===== src/rtl/l2_lookup_pipe_if.sv =====
// L2 lookup pipe handshake bundle: request, fill update and response.
// master drives req_*/upd_*/rsp_ready; slave (the pipe) drives the rest.
interface l2_lookup_pipe_if #(
   parameter int WAYS    = 8,
   parameter int WORDS   = 4,
   parameter int TAG_W   = 20,
   parameter int SETS    = 256,
   parameter int STATE_W = 3
);
   localparam int WAY_W  = $clog2(WAYS);
   localparam int WOFF_W = (WORDS > 1) ? $clog2(WORDS) : 1;
   localparam int SET_W  = $clog2(SETS);

   logic                           req_valid;
   logic                           req_ready;
   logic                           req_mode;
   logic [SET_W-1:0]               req_set;
   logic [TAG_W-1:0]               req_tag;
   logic [WOFF_W-1:0]              req_w_off;
   logic [WAYS*TAG_W-1:0]          req_tags;
   logic [WAYS*WORDS*STATE_W-1:0]  req_states;

   logic                           upd_valid;
   logic [SET_W-1:0]               upd_set;
   logic [WAY_W-1:0]               upd_way;

   logic                           rsp_valid;
   logic                           rsp_ready;
   logic                           rsp_mode;
   logic                           rsp_tag_hit;
   logic                           rsp_empty_found;
   logic                           rsp_word_hit;
   logic                           rsp_multi_hit;
   logic [WAY_W-1:0]               rsp_way_hit;
   logic [WAY_W-1:0]               rsp_empty_way;
   logic [WAY_W-1:0]               rsp_evict_way;
   logic [STATE_W-1:0]             rsp_word_state;
   logic [WORDS-1:0]               rsp_mask_shared;
   logic [WORDS-1:0]               rsp_mask_owned;
   logic [WORDS-1:0]               rsp_mask_owned_evict;

   modport master (
      output req_valid, req_mode, req_set, req_tag, req_w_off,
      output req_tags, req_states,
      output upd_valid, upd_set, upd_way,
      output rsp_ready,
      input  req_ready,
      input  rsp_valid, rsp_mode, rsp_tag_hit, rsp_empty_found,
      input  rsp_word_hit, rsp_multi_hit, rsp_way_hit, rsp_empty_way,
      input  rsp_evict_way, rsp_word_state, rsp_mask_shared,
      input  rsp_mask_owned, rsp_mask_owned_evict
   );

   modport slave (
      input  req_valid, req_mode, req_set, req_tag, req_w_off,
      input  req_tags, req_states,
      input  upd_valid, upd_set, upd_way,
      input  rsp_ready,
      output req_ready,
      output rsp_valid, rsp_mode, rsp_tag_hit, rsp_empty_found,
      output rsp_word_hit, rsp_multi_hit, rsp_way_hit, rsp_empty_way,
      output rsp_evict_way, rsp_word_state, rsp_mask_shared,
      output rsp_mask_owned, rsp_mask_owned_evict
   );
endinterface


===== src/rtl/l2_lookup_pipe.sv =====
// L2 tag/state lookup with one registered valid/ready response stage,
// per-set round-robin eviction pointers and multi-hit detection.
// Ports: clk, rst (async, active-low), bus (l2_lookup_pipe_if.slave).
module l2_lookup_pipe #(
   parameter int WAYS    = 8,
   parameter int WORDS   = 4,
   parameter int TAG_W   = 20,
   parameter int SETS    = 256,
   parameter int STATE_W = 3
) (
   input logic             clk,
   input logic             rst,
   l2_lookup_pipe_if.slave bus
);
   localparam int WAY_W  = $clog2(WAYS);
   localparam int WOFF_W = (WORDS > 1) ? $clog2(WORDS) : 1;

   localparam logic [STATE_W-1:0] SPX_I = STATE_W'(0);
   localparam logic [STATE_W-1:0] SPX_S = STATE_W'(1);
   localparam logic [STATE_W-1:0] SPX_R = STATE_W'(2);
   localparam logic               L2_LOOKUP = 1'b0;

   typedef struct packed {
      logic               mode;
      logic               tag_hit;
      logic               empty_found;
      logic               word_hit;
      logic               multi_hit;
      logic [WAY_W-1:0]   way_hit;
      logic [WAY_W-1:0]   empty_way;
      logic [WAY_W-1:0]   evict_way;
      logic [STATE_W-1:0] word_state;
      logic [WORDS-1:0]   mask_shared;
      logic [WORDS-1:0]   mask_owned;
      logic [WORDS-1:0]   mask_owned_evict;
   } rsp_t;

   logic [STATE_W-1:0] st [WAYS][WORDS];
   logic [WAYS-1:0]    present;
   logic [WAYS-1:0]    match;
   logic [WAY_W-1:0]   hit_way;
   logic [WAY_W-1:0]   emp_way;
   logic [WAY_W-1:0]   evict_way;
   logic [STATE_W-1:0] sel_st;
   logic               lookup;
   logic               tag_hit;
   logic               any_empty;
   logic               accept;
   logic               rsp_valid_q;
   rsp_t               nxt;
   rsp_t               rsp_q;
   logic [WAY_W-1:0]   ptr [SETS];

   for (genvar i = 0; i < WAYS; i++) begin : g_way
      for (genvar j = 0; j < WORDS; j++) begin : g_word
         assign st[i][j] =
            bus.req_states[(i*WORDS+j)*STATE_W +: STATE_W];
      end
   end

   always_comb begin
      present = '0;
      match   = '0;
      for (int i = 0; i < WAYS; i++) begin
         for (int j = 0; j < WORDS; j++) begin
            if (st[i][j] > SPX_I) present[i] = 1'b1;
         end
         match[i] = present[i] &&
            (bus.req_tags[i*TAG_W +: TAG_W] == bus.req_tag);
      end
   end

   // Lowest index wins for both the hit way and the empty way.
   always_comb begin
      hit_way = '0;
      emp_way = '0;
      for (int i = WAYS - 1; i >= 0; i--) begin
         if (match[i]) hit_way = WAY_W'(i);
         if (!present[i]) emp_way = WAY_W'(i);
      end
   end

   assign lookup    = (bus.req_mode == L2_LOOKUP);
   assign tag_hit   = |match;
   assign any_empty = |(~present);
   assign evict_way = ptr[bus.req_set];

   always_comb begin
      sel_st = '0;
      for (int j = 0; j < WORDS; j++) begin
         if (WOFF_W'(j) == bus.req_w_off) sel_st = st[hit_way][j];
      end
   end

   always_comb begin
      nxt             = '0;
      nxt.mode        = bus.req_mode;
      nxt.tag_hit     = tag_hit;
      nxt.way_hit     = hit_way;
      nxt.evict_way   = evict_way;
      // Two or more set bits: clearing the lowest leaves something.
      nxt.multi_hit   = (match & (match - WAYS'(1))) != '0;
      nxt.empty_found = lookup && any_empty;
      nxt.empty_way   = (lookup && any_empty) ? emp_way : '0;
      if (tag_hit && (sel_st > SPX_I)) begin
         nxt.word_hit   = 1'b1;
         nxt.word_state = sel_st;
      end
      for (int j = 0; j < WORDS; j++) begin
         if (tag_hit && st[hit_way][j] == SPX_R) begin
            nxt.mask_owned[j]  = 1'b1;
            nxt.mask_shared[j] = 1'b1;
         end
         if (tag_hit && st[hit_way][j] == SPX_S) begin
            nxt.mask_shared[j] = 1'b1;
         end
         if (lookup && !tag_hit && !any_empty &&
             st[evict_way][j] == SPX_R) begin
            nxt.mask_owned_evict[j] = 1'b1;
         end
      end
   end

   assign bus.req_ready = !rsp_valid_q || bus.rsp_ready;
   assign accept        = bus.req_valid && bus.req_ready;

   always_ff @(posedge clk or negedge rst) begin
      if (!rst) begin
         rsp_valid_q <= 1'b0;
         rsp_q       <= '0;
      end else if (accept) begin
         rsp_valid_q <= 1'b1;
         rsp_q       <= nxt;
      end else if (bus.rsp_ready) begin
         rsp_valid_q <= 1'b0;
      end
   end

   // Lookup reads ptr combinationally, so a same-edge update is
   // seen only by later lookups.
   always_ff @(posedge clk or negedge rst) begin
      if (!rst) begin
         for (int s = 0; s < SETS; s++) ptr[s] <= '0;
      end else if (bus.upd_valid) begin
         ptr[bus.upd_set] <= bus.upd_way + WAY_W'(1);
      end
   end

   assign bus.rsp_valid            = rsp_valid_q;
   assign bus.rsp_mode             = rsp_q.mode;
   assign bus.rsp_tag_hit          = rsp_q.tag_hit;
   assign bus.rsp_empty_found      = rsp_q.empty_found;
   assign bus.rsp_word_hit         = rsp_q.word_hit;
   assign bus.rsp_multi_hit        = rsp_q.multi_hit;
   assign bus.rsp_way_hit          = rsp_q.way_hit;
   assign bus.rsp_empty_way        = rsp_q.empty_way;
   assign bus.rsp_evict_way        = rsp_q.evict_way;
   assign bus.rsp_word_state       = rsp_q.word_state;
   assign bus.rsp_mask_shared      = rsp_q.mask_shared;
   assign bus.rsp_mask_owned       = rsp_q.mask_owned;
   assign bus.rsp_mask_owned_evict = rsp_q.mask_owned_evict;
endmodule


===== src/flat_wrapper.sv =====
// flat-port wrapper written by rule: the top's interface ports become plain ports
module l2_lookup_pipe_flat 
#(
   parameter int WAYS    = 8,
   parameter int WORDS   = 4,
   parameter int TAG_W   = 20,
   parameter int SETS    = 256,
   parameter int STATE_W = 3
)
  (clk, rst, bus_req_valid, bus_req_mode, bus_req_set, bus_req_tag, bus_req_w_off, bus_req_tags, bus_req_states, bus_upd_valid, bus_upd_set, bus_upd_way, bus_rsp_ready, bus_req_ready, bus_rsp_valid, bus_rsp_mode, bus_rsp_tag_hit, bus_rsp_empty_found, bus_rsp_word_hit, bus_rsp_multi_hit, bus_rsp_way_hit, bus_rsp_empty_way, bus_rsp_evict_way, bus_rsp_word_state, bus_rsp_mask_shared, bus_rsp_mask_owned, bus_rsp_mask_owned_evict);
  l2_lookup_pipe_if #(.WAYS(WAYS), .WORDS(WORDS), .TAG_W(TAG_W), .SETS(SETS), .STATE_W(STATE_W)) bus_i ();
  input logic clk;
  input logic rst;
  input wire logic [$bits(bus_i.req_valid)-1:0] bus_req_valid;
  input wire logic [$bits(bus_i.req_mode)-1:0] bus_req_mode;
  input wire logic [$bits(bus_i.req_set)-1:0] bus_req_set;
  input wire logic [$bits(bus_i.req_tag)-1:0] bus_req_tag;
  input wire logic [$bits(bus_i.req_w_off)-1:0] bus_req_w_off;
  input wire logic [$bits(bus_i.req_tags)-1:0] bus_req_tags;
  input wire logic [$bits(bus_i.req_states)-1:0] bus_req_states;
  input wire logic [$bits(bus_i.upd_valid)-1:0] bus_upd_valid;
  input wire logic [$bits(bus_i.upd_set)-1:0] bus_upd_set;
  input wire logic [$bits(bus_i.upd_way)-1:0] bus_upd_way;
  input wire logic [$bits(bus_i.rsp_ready)-1:0] bus_rsp_ready;
  output wire logic [$bits(bus_i.req_ready)-1:0] bus_req_ready;
  output wire logic [$bits(bus_i.rsp_valid)-1:0] bus_rsp_valid;
  output wire logic [$bits(bus_i.rsp_mode)-1:0] bus_rsp_mode;
  output wire logic [$bits(bus_i.rsp_tag_hit)-1:0] bus_rsp_tag_hit;
  output wire logic [$bits(bus_i.rsp_empty_found)-1:0] bus_rsp_empty_found;
  output wire logic [$bits(bus_i.rsp_word_hit)-1:0] bus_rsp_word_hit;
  output wire logic [$bits(bus_i.rsp_multi_hit)-1:0] bus_rsp_multi_hit;
  output wire logic [$bits(bus_i.rsp_way_hit)-1:0] bus_rsp_way_hit;
  output wire logic [$bits(bus_i.rsp_empty_way)-1:0] bus_rsp_empty_way;
  output wire logic [$bits(bus_i.rsp_evict_way)-1:0] bus_rsp_evict_way;
  output wire logic [$bits(bus_i.rsp_word_state)-1:0] bus_rsp_word_state;
  output wire logic [$bits(bus_i.rsp_mask_shared)-1:0] bus_rsp_mask_shared;
  output wire logic [$bits(bus_i.rsp_mask_owned)-1:0] bus_rsp_mask_owned;
  output wire logic [$bits(bus_i.rsp_mask_owned_evict)-1:0] bus_rsp_mask_owned_evict;
  assign bus_i.req_valid = bus_req_valid;
  assign bus_i.req_mode = bus_req_mode;
  assign bus_i.req_set = bus_req_set;
  assign bus_i.req_tag = bus_req_tag;
  assign bus_i.req_w_off = bus_req_w_off;
  assign bus_i.req_tags = bus_req_tags;
  assign bus_i.req_states = bus_req_states;
  assign bus_i.upd_valid = bus_upd_valid;
  assign bus_i.upd_set = bus_upd_set;
  assign bus_i.upd_way = bus_upd_way;
  assign bus_i.rsp_ready = bus_rsp_ready;
  assign bus_req_ready = bus_i.req_ready;
  assign bus_rsp_valid = bus_i.rsp_valid;
  assign bus_rsp_mode = bus_i.rsp_mode;
  assign bus_rsp_tag_hit = bus_i.rsp_tag_hit;
  assign bus_rsp_empty_found = bus_i.rsp_empty_found;
  assign bus_rsp_word_hit = bus_i.rsp_word_hit;
  assign bus_rsp_multi_hit = bus_i.rsp_multi_hit;
  assign bus_rsp_way_hit = bus_i.rsp_way_hit;
  assign bus_rsp_empty_way = bus_i.rsp_empty_way;
  assign bus_rsp_evict_way = bus_i.rsp_evict_way;
  assign bus_rsp_word_state = bus_i.rsp_word_state;
  assign bus_rsp_mask_shared = bus_i.rsp_mask_shared;
  assign bus_rsp_mask_owned = bus_i.rsp_mask_owned;
  assign bus_rsp_mask_owned_evict = bus_i.rsp_mask_owned_evict;
  l2_lookup_pipe #(.WAYS(WAYS), .WORDS(WORDS), .TAG_W(TAG_W), .SETS(SETS), .STATE_W(STATE_W)) u_core (.clk(clk), .rst(rst), .bus(bus_i));
endmodule

===== config.mk =====
export PLATFORM = sky130hd
export DESIGN_NAME = l2_lookup_pipe_flat
export DESIGN_NICKNAME = d
export VERILOG_FILES = /design/src/rtl/l2_lookup_pipe_if.sv /design/src/rtl/l2_lookup_pipe.sv /design/src/flat_wrapper.sv
export SDC_FILE = /design/constraint.sdc
export NUM_CORES = 2
export LEC_CHECK = 0
export ABC_AREA = 0
export BUFFER_PORTS_ARGS = -buffer_cell sky130_fd_sc_hd__buf_2
export CAP_MARGIN = 5
export CORE_MARGIN = 1
export CORE_UTILIZATION = 35
export DETAILED_ROUTE_END_ITERATION = 8
export SYNTH_ARGS = -nofsm -noshare
export SYNTH_HDL_FRONTEND = slang
export SYNTH_SLANG_ARGS = --single-unit

===== constraint.sdc =====
create_clock -name clk -period 4.2 [get_ports clk]
set_input_delay 1.26 -clock clk [delete_from_list [all_inputs] [get_ports clk]]
set_output_delay 1.26 -clock clk [all_outputs]
set_load 0.1 [all_outputs]

==> flow_metrics.py <==
metrics = {
    "timing": {
        "slew_headroom_pct": 28.03,
        "layout_min_cycle_time_ps": 4175,
        "setup_viol": 0,
        "worstMarginPinSlew_ps": 1079,
        "rsz0062_at_grt": "true",
        "finalHoldViolations": 0,
        "worst_clock_skew_on_the_final_layout_ps": 38.12,
        "final-max-slew-violation-count": 0,
        "timing.final.crit_share_pct": 99.41,
        "layout_setup_ws_ps": 24.87,
        "worst_hold_slack_ps": 473.1,
        "max_freq_mhz": 239.5,
    },
    "floorplan": {
        "number_of_i_o_pins": 334,
        "dieArea_sq_um": 116700,
        "floorplan.initialDensity_pct": 35.30,
        "die_width_um": 341.6,
        "core_region_area_sq_um": 114300,
        "die_h_um": 341.6,
        "std_cell_rows": 124,
    },
    "synthesis": {
        "number_of_nets_in_the_synthesized_netlist": 3940,
        "yosys.cell_types.count": 77,
        "synth-warning-count": 0,
        "synth-seq-cells": 798,
        "synth-edff-count": 0,
        "ys_seq_area_share_pct": 49.47,
        "synthCells": 3636,
        "postSynthAreaPerCell_sq_um": 11.10,
        "syn-cell-area_sq_um": 40360,
        "primary_flip_flop_cell_chosen_by_synthesis_mapping": "dfrtp_1",
        "postSynth.asyncResetShare_pct": 100.0,
    },
    "critical_path": {
        "required_ps": 4740,
        "worstSetupEndpoint": "u_core.bus.rsp_mask_owned_evict[3]",
        "worst_setup_path_end_kind": "register",
        "cp-startpoint": "bus_req_set[0]",
        "r2r_setup_slack_ps": 760,
        "r2r_end": "u_core.bus.rsp_mask_owned_evict[3]",
        "timing.rr.start": "u_core.ptr[707]",
        "critPathArrivalTime_ps": 4710,
        "r2r.worst_path.cells": 11,
        "critPathMaxFanout": 17,
        "worst_setup_path_start_kind": "input pin",
        "timing.setup.critical_path_class": "in -> reg",
    },
    "routing": {
        "via_per_inst": 5.483,
        "drt-wirelength-per-cell_um": 23.78,
        "detail-route-antenna-nets": 0,
        "initialDrtViolationCount": 2925,
        "wirelength_um": 141300,
        "drc": 0,
        "vias": 32570,
        "detailed_routing_iterations_pass_1": 8,
    },
    "place": {
        "gpl.final_weighted_congestion": 1.025,
        "place_hpwl_um": 102500,
        "numPortBuffers": 333,
        "place_worst_setup_slack_ps": -772.1,
    },
    "status": {
        "outcome": "completed",
    },
    "global_route": {
        "antenna_found_initial": 4,
        "grt_first_pass_wirelength_um": 211500,
        "grt_pass1_vias": 32970,
        "gr-usage-all-layers_pct": 24.05,
        "overflow": 0,
        "grt_max_degree": 197,
    },
    "power_and_ir_drop": {
        "power.density_nw_per_um2": 376.9,
        "power_leakage_uw": 0.02306,
        "total_power_uw": 19090,
        "ir_worst_vdd_v": 0.0002854,
    },
    "finish": {
        "design.final.nets": 4668,
        "utilization_pct": 44.29,
        "fraction_of_final_layout_cells_sized_beyond_drive_strength_1_pct": 34.80,
        "flow.area_growth_from_synthesis_pct": 25.47,
        "n_fill_cell": 10730,
    },
    "worst_hold_path": {
        "hp-class": "reg -> reg",
    },
    "clocking": {
        "cts.sinks": 798,
        "htree_levels": 3,
        "cts.root.buffer_cell": "clkbuf_16",
        "worst_skew_pair.late_latency_ps": 650,
        "clock_tree.buffer_depth": 3,
        "tritoncts.num_buffers": 85,
        "tritoncts_clock_tree": "done",
        "clk_pin_slew_worst_paths_ps": 70,
    },
    "flow_run": {
        "max-cap-violations": 0,
    },
}
## synthesized netlist by cell type (15+ instances only)
cell	number	share of area, %
clkbuf_1	155	1.4
o21ai_0	201	2.5
nand4_1	46	0.71
nand3_1	33	0.41
nand2b_1	15	0.23
xor2_1	89	1.9
mux2i_1	18	0.45
mux4_2	248	14
nand2_1	368	3.4
a21oi_1	367	4.6
or4_1	15	0.28
nor3_1	21	0.26
nor4_1	58	0.90
xnor2_1	76	1.6
mux2_2	264	7.4
nor2_1	584	5.4
dfrtp_1	798	49
buf_2	31	0.38
## sequential cells by signal (all words and copies together) (netlist names), 3 cells and up
| name | count |
|---|---|
| u_core.ptr | 768 |
| u_core.bus.rsp_mask_owned | 4 |
| u_core.bus.rsp_mask_owned_evict | 4 |
| u_core.bus.rsp_mask_shared | 4 |
| u_core.bus.rsp_empty_way | 3 |
| u_core.bus.rsp_evict_way | 3 |
| u_core.bus.rsp_way_hit | 3 |
| u_core.bus.rsp_word_state | 3 |
## critical path: stages
cell	delay, ps
buf_8	180
buf_12	210
buf_4	160
mux4_2	550
mux4_2	520
mux4_2	550
a211oi_1	280
a31oi_1	180
buf_4	230
nor2_2	140
a31oi_1	100
buf_4	150
a22o_1	180
## kinds of logic after synthesis
| group | after synthesis | synth area share [%] |
|---|---|---|
| AND/OR/NAND/NOR | 1239 | 13.49 |
| flip-flops | 798 | 49.47 |
| AO/OA/AOI/OAI | 677 | 9.284 |
| multiplexers | 531 | 21.68 |
| buffers and inverters | 224 | 2.440 |
| XOR/XNOR | 165 | 3.580 |
| adder cells (fa/ha/maj) | 2 | 0.05579 |
## routing by layer
metal	wire (um)	vias up	part of all wire, %	GRT usage [%]
met1	56420	16320	40	30.45
met5	32	-	0.023	0
met4	7256	6	5.1	10.72
li1	-	14620	-	-
met3	9051	326	6.4	3.844
met2	68540	1307	49	40.54
## worst min path at each step
| stage | startpoint | end | cells after the start |
|---|---|---|---|
| after floorplan | u_core.ptr[135] | u_core.ptr[135] | 2 |
| after global placement | u_core.bus.rsp_empty_way[2] | u_core.bus.rsp_empty_way[2] | 2 |
| after detailed placement | u_core.bus.rsp_tag_hit | u_core.bus.rsp_tag_hit | 2 |
| after CTS | u_core.bus.rsp_tag_hit | u_core.bus.rsp_tag_hit | 2 |
| after global routing | u_core.bus.rsp_mode | u_core.bus.rsp_mode | 2 |
| final | u_core.bus.rsp_word_state[0] | u_core.bus.rsp_word_state[0] | 2 |
## cell type report
cell class	instances	area [sq um]	share of cell area [%]
timing repair buffer	853	6240	12.32
multi-input combinational	2614	19580	38.67
clock inverter	31	462.9	0.9141
sequential	798	19970	39.43
inverter	12	45.04	0.08894
clock buffer	120	2449	4.835
tap	1512	1892	3.736
antenna	1	2.502	0.004941
## cells in the final DEF, fill, tap and decap left out, drive strengths merged, types with 5 or more instances in the layout
cell / count
and4: 9
or4b: 5
or4: 15
clkinv: 17
o21ai: 204
nand3: 33
or2: 10
mux2: 265
a21oi: 368
nor4: 58
o221ai: 12
mux4: 248
nor3: 21
dfrtp: 798
buf: 849
nand3b: 5
nor2: 584
mux2i: 18
nor2b: 12
a31oi: 11
nand4b: 7
inv: 16
nor4b: 8
nand2b: 15
a21o: 6
a22oi: 6
nand2: 368
bufinv: 8
xor2: 89
clkbuf: 124
xnor2: 76
o211ai: 10
nand4: 46
a22o: 8
and3: 11
or3: 10
and2: 14
## power by group
| part | switching [uW] | leakage [uW] | internal (uW) |
|---|---|---|---|
| Sequential | 287 | 0.0109 | 8180 |
| Combinational | 1530 | 0.0107 | 1230 |
| Clock | 3270 | 0.00143 | 4590 |
| Total | 5080 | 0.0231 | 14000 |
## timing repair
item	in CTS	in global routing
pin swaps	1	3
hold buffers	0	0
gates cloned	0	0
gates resized for setup	4	15
setup endpoints to repair	8	13
setup buffers	4	1
## through the flow
stage                     instances  TNS, ps  cell area, sq um
after floorplan                3636   -16.28             40610
after detailed placement       5784   -10680             47580
after global placement         5784    -9994             47580
final                          5941        0             50640
after CTS                      5939        0             50550
after global routing           5940   -6.311             50640
No activity file was read; power rests on OpenSTA's default activity.
